File: config.mk
export PLATFORM = sky130hd
export DESIGN_NAME = trap_sequencer
export DESIGN_NICKNAME = d
export VERILOG_FILES = /design/src/rtl/trap_sequencer.sv
export SDC_FILE = /design/constraint.sdc
export NUM_CORES = 1
export LEC_CHECK = 0
export ABC_AREA = 1
export CAP_MARGIN = 20
export CORE_AREA = 2 2 236 238
export CTS_BUF_LIST = sky130_fd_sc_hd__clkbuf_4
export DETAILED_ROUTE_END_ITERATION = 7
export DIE_AREA = 0 0 238 240
export GPL_TIMING_DRIVEN = 1
export PLACE_DENSITY = 0.62
export RECOVER_POWER = 25
export SLEW_MARGIN = 5
export SYNTH_ARGS = -nofsm -noshare
export SYNTH_HDL_FRONTEND = slang
export SYNTH_SLANG_ARGS = --single-unit
File: constraint.sdc
create_clock -name clk -period 9.5 [get_ports clk]
set_input_delay 0.95 -clock clk [delete_from_list [all_inputs] [get_ports clk]]
set_output_delay 0.95 -clock clk [all_outputs]
set_load 0.005 [all_outputs]
File: src/rtl/trap_sequencer.sv
// trap_sequencer: commit-boundary trap entry / mret sequencer, single writer of mepc, mcause, mstatus and privilege.
// Ports: commit_* / exc_* / mret_valid sample the committing instruction; priv_mode and mstatus/mip/mie/mtvec/mepc
// give current CSR state; stall holds upstream, csr_we/csr_addr/csr_wdata write one CSR per cycle,
// priv_we/priv_next update privilege, redirect_valid/redirect_pc flush and refetch, busy flags a sequence in progress.
module trap_sequencer #(
  parameter int XLEN = 64,
  parameter logic [11:0] MEPC_ADDR = 12'h341,
  parameter logic [11:0] MCAUSE_ADDR = 12'h342,
  parameter logic [11:0] MSTATUS_ADDR = 12'h300
) (
  input  logic            clk,
  input  logic            rst,
  input  logic            commit_valid,
  input  logic [XLEN-1:0] commit_pc,
  input  logic [XLEN-1:0] commit_next_pc,
  input  logic            exc_valid,
  input  logic [3:0]      exc_code,
  input  logic            mret_valid,
  input  logic [1:0]      priv_mode,
  input  logic [XLEN-1:0] mstatus,
  input  logic [XLEN-1:0] mip,
  input  logic [XLEN-1:0] mie,
  input  logic [XLEN-1:0] mtvec,
  input  logic [XLEN-1:0] mepc,
  output logic            stall,
  output logic            csr_we,
  output logic [11:0]     csr_addr,
  output logic [XLEN-1:0] csr_wdata,
  output logic            priv_we,
  output logic [1:0]      priv_next,
  output logic            redirect_valid,
  output logic [XLEN-1:0] redirect_pc,
  output logic            busy
);
  typedef enum logic [2:0] {IDLE, W_EPC, W_CAUSE, W_STATUS, M_STATUS, REDIRECT} state_t;
  state_t state, state_n;
  logic [XLEN-1:0] epc_q, cause_q, ms_q, tvec_q, mepc_q, trap_ms, ret_ms, trap_pc;
  logic [1:0] priv_q;
  logic is_int_q, ret_q;
  logic [2:0] pend;
  logic int_en, int_hit, take_exc, take_int, take_ret, accept;
  logic [3:0] int_code;
  logic unused;
  assign unused = ^{mip, mie};
  assign pend = {mip[11] & mie[11], mip[3] & mie[3], mip[7] & mie[7]};
  assign int_en = (priv_mode == 2'd3 && mstatus[3]) || priv_mode == 2'd0;
  assign int_code = pend[2] ? 4'd11 : pend[1] ? 4'd3 : 4'd7;
  assign int_hit = int_en && |pend;
  assign take_exc = commit_valid && exc_valid;
  assign take_int = commit_valid && !exc_valid && int_hit;
  assign take_ret = commit_valid && !exc_valid && !int_hit && mret_valid;
  // rst gating keeps stall low while reset is held even if commit inputs toggle
  assign accept = state == IDLE && !rst && (take_exc || take_int || take_ret);
  always_ff @(posedge clk or posedge rst)
    if (rst) begin
      state <= IDLE;
      epc_q <= '0;
      cause_q <= '0;
      ms_q <= '0;
      tvec_q <= '0;
      mepc_q <= '0;
      priv_q <= '0;
      is_int_q <= 1'b0;
      ret_q <= 1'b0;
    end else begin
      state <= state_n;
      if (accept) begin
        epc_q <= take_exc ? commit_pc : commit_next_pc;
        cause_q <= take_exc ? {{(XLEN-4){1'b0}}, exc_code} : {1'b1, {(XLEN-5){1'b0}}, int_code};
        is_int_q <= take_int;
        ret_q <= take_ret;
        ms_q <= mstatus;
        priv_q <= priv_mode;
        tvec_q <= mtvec;
        mepc_q <= mepc;
      end
    end
  always_comb begin
    state_n = state;
    case (state)
      IDLE:     state_n = !accept ? IDLE : take_ret ? M_STATUS : W_EPC;
      W_EPC:    state_n = W_CAUSE;
      W_CAUSE:  state_n = W_STATUS;
      W_STATUS: state_n = REDIRECT;
      M_STATUS: state_n = REDIRECT;
      default:  state_n = IDLE;
    endcase
  end
  always_comb begin
    trap_ms = ms_q;
    trap_ms[7] = ms_q[3];
    trap_ms[3] = 1'b0;
    trap_ms[12:11] = priv_q;
    ret_ms = ms_q;
    ret_ms[3] = ms_q[7];
    ret_ms[7] = 1'b1;
    ret_ms[12:11] = 2'd0;
  end
  // vectored mode offsets only interrupts; modes 2 and 3 fall back to direct
  assign trap_pc = {tvec_q[XLEN-1:2], 2'b00} +
                   ((tvec_q[1:0] == 2'd1 && is_int_q) ? XLEN'({cause_q[3:0], 2'b00}) : '0);
  assign busy = state != IDLE;
  assign stall = busy || accept;
  assign csr_we = state == W_EPC || state == W_CAUSE || state == W_STATUS || state == M_STATUS;
  assign csr_addr = state == W_EPC ? MEPC_ADDR : state == W_CAUSE ? MCAUSE_ADDR : csr_we ? MSTATUS_ADDR : '0;
  assign csr_wdata = state == W_EPC ? epc_q : state == W_CAUSE ? cause_q :
                     state == W_STATUS ? trap_ms : state == M_STATUS ? ret_ms : '0;
  assign priv_we = state == W_STATUS || state == M_STATUS;
  assign priv_next = state == W_STATUS ? 2'd3 : state == M_STATUS ? ms_q[12:11] : 2'd0;
  assign redirect_valid = state == REDIRECT;
  assign redirect_pc = state != REDIRECT ? '0 : ret_q ? mepc_q : trap_pc;
endmodule

==> out/metrics.yaml <==
status: "complete, but fails checks"
violations: "max-capacitance violations, max-slew violations"
placed_cell_area_um2: 20560
clkLatencyLatePin_ns: 0.80
cts_tree: "done"
avgSynthCellArea_um2: 6.929
start_util_pct: 28.29
finClkSkew_ns: 0.05226
fillers: 5802
hold_class: "reg2reg"
drt_iter0_markers: 1150
criticalPathCategory: "in2async"
die_area_um2: 57120
synth_top_family_by_area: "simple AND/OR/NAND/NOR gates"
tightest_slew_ns: 6.063
synth-seq-cells: 268
fp.dieW_um: 238
drc: 0
mostFrequentLayoutCells: "nand2_1, clkdlybuf4s50_1, nand3_1, dfrtp_1, nor2_1"
power_density_nw_per_um2: 253.7
synthAdderAreaFrac_pct: 0.4530
synth-edff-count: 0
final_common_cell: "nand2_1"
design_area_um2: 21640
r2r.worst_path.cells: 7
synth_cells: 2232
muxShareOfSynthArea_pct: 0
gr-usage-met3_pct: 6.992
io_pins: 606
clk_pin_slew_ns: 0.06
synth-xor-area-share_pct: 1.472
postRouteAntennaNets: 0
wl_per_cell_um: 18.90
final-setup-viol-count: 0
async_flop_share_pct: 100.0
post-route-period-util_pct: 62.89
gp_congestion: 0.9663
slew_headroom_pct: -304.2
ir_drop_v: 0.0001441
rows: 86
cts_setup_buffers: 0
vias: 16590
grt_setup_unrepaired: "no"
via_per_inst: 4.810
dp_slack_ns: 3.561
core_area_um2: 54660
antenna_found_initial: 9
grt_pass1_vias: 16490
required_ns: 10.06
slew_viol_final: 200
path_max_fanout: 131
hold_depth: 2
die_h_um: 240
syn_area_um2: 15470
drv_cap: 2
ctsResizeCount: 0
worstSetupEndpointType: "async pin"
finalHoldViolations: 0
cts_root_buffer: "clkbuf_4"
grt_usage_pct: 22.62
grt_max_degree: 207
dp_hpwl_um: 48560
drive_above_1_share_pct: 6.275
synth_cell_types: 35
yosys_warnings: 0
synth-compound-area-share_pct: 5.412
cp-start-kind: "input port"
leakage_nw: 10.58
syn_to_final_growth_pct: 39.95
firstDrtPassIters: 7
clockBufferDepth: 3
cts.sinks: 268
synth_simple_gate_area_share_pct: 41.73
portBuffers: 476
grt_use_met2_pct: 37.07
setup_tns_ns: 0
nNetsFinal: 3141
h-tree-depth: 3
grt_pass1_wl_um: 97290
numCtsBuffers: 82
finalNonFillerCells: 3448
grt_overflow: 0
finalWorstSetupSlack_ns: 3.526
met1_usage_pct: 27.23
ys_seq_area_share_pct: 43.36
p_total_mw: 5.491
cts_hold_buf: 0
crit_arrival_ns: 6.53
period_minus_slack_ns: 5.974
wl_um: 65180
top_usage_layer: "met2"
synth_top_flop_cell: "dfrtp_1"
max_freq_mhz: 167.4
dp_cells: 3296
==> Yosys cell counts (9+ instances only) <==
master	number	share of area, %
xor2_1	18	1.0
nand3b_1	10	0.49
a22o_1	60	3.4
buf_4	33	1.6
clkbuf_1	23	0.56
dfrtp_1	268	43
nand3_1	336	11
buf_2	75	2.4
nand4_1	22	0.89
nand2_1	997	24
o21ai_0	33	1.1
a21oi_1	9	0.29
nor2_1	178	4.3
inv_1	112	2.7
==> routing by layer <==
metal  up-vias  wire length [µm]
met1      7772             26450
met2       639             29980
met4         8              2697
li1       8039                 -
met5         -                52
met3       128              6006
==> kinds of logic (layout without fill, tap and decap cells) <==
family,Yosys count,in the layout
compound gates,117,117
xor+xnor,26,26
fa+ha+maj,5,5
buf+inv,253,756
flops,268,268
other cells,1,10
simple gates,1562,1562
==> final timing paths <==
kind	start	slack, ns	endpoint
hold / removal	epc_q[7]	0.47	epc_q[7]
hold reg to reg	epc_q[7]	0.47	epc_q[7]
setup / recovery	rst	3.53	ms_q[28]
setup reg to reg	state[1]	6.41	tvec_q[61]
max in group clk	priv_mode[1]	4.15	stall
min in group asynchronous	rst	2.44	mepc_q[55]
==> final cells by class <==
cell class                 instances  area (µm²)  area share (%)
timing repair buffer             492        4915           22.71
clock buffer                     120       900.9           4.162
multi-input combinational       1717        7645           35.32
tap                              704       880.8           4.070
inverter                         116       436.7           2.017
clock inverter                    28       152.6          0.7052
sequential                       268        6706           30.98
antenna                            3       7.507         0.03468
==> where the power goes <==
part | internal, mW | leakage [nW] | switching [mW]
Combinational | 0.924 | 6.61 | 1.20
Clock | 0.608 | 0.617 | 0.559
Sequential | 1.71 | 3.35 | 0.490
Total | 3.24 | 10.6 | 2.25
==> flip-flops by register name (all words and copies together), names as in the netlist <==
name,flops
ms_q,64
cause_q,5
state,3
tvec_q,64
is_int_q,1
ret_q,1
priv_q,2
epc_q,64
mepc_q,64
==> critical path: stages <==
cell and delay (ns):
dlygate4sd3_1 0.60, clkinvlp_2 3.23, clkbuf_2 1.63
==> stage by stage <==
| step | util, % | hold slack, ns |
|---|---|---|
| finish | 39.60 | 0.4691 |
| global route | 39.59 | 0.4877 |
| CTS | 39.55 | 0.4721 |
| detailed placement | 37.62 | 0.4577 |
| global placement | 37.62 | 0.4536 |
| floorplan | - | 0.4332 |
Power figures use the tool's default switching activity.
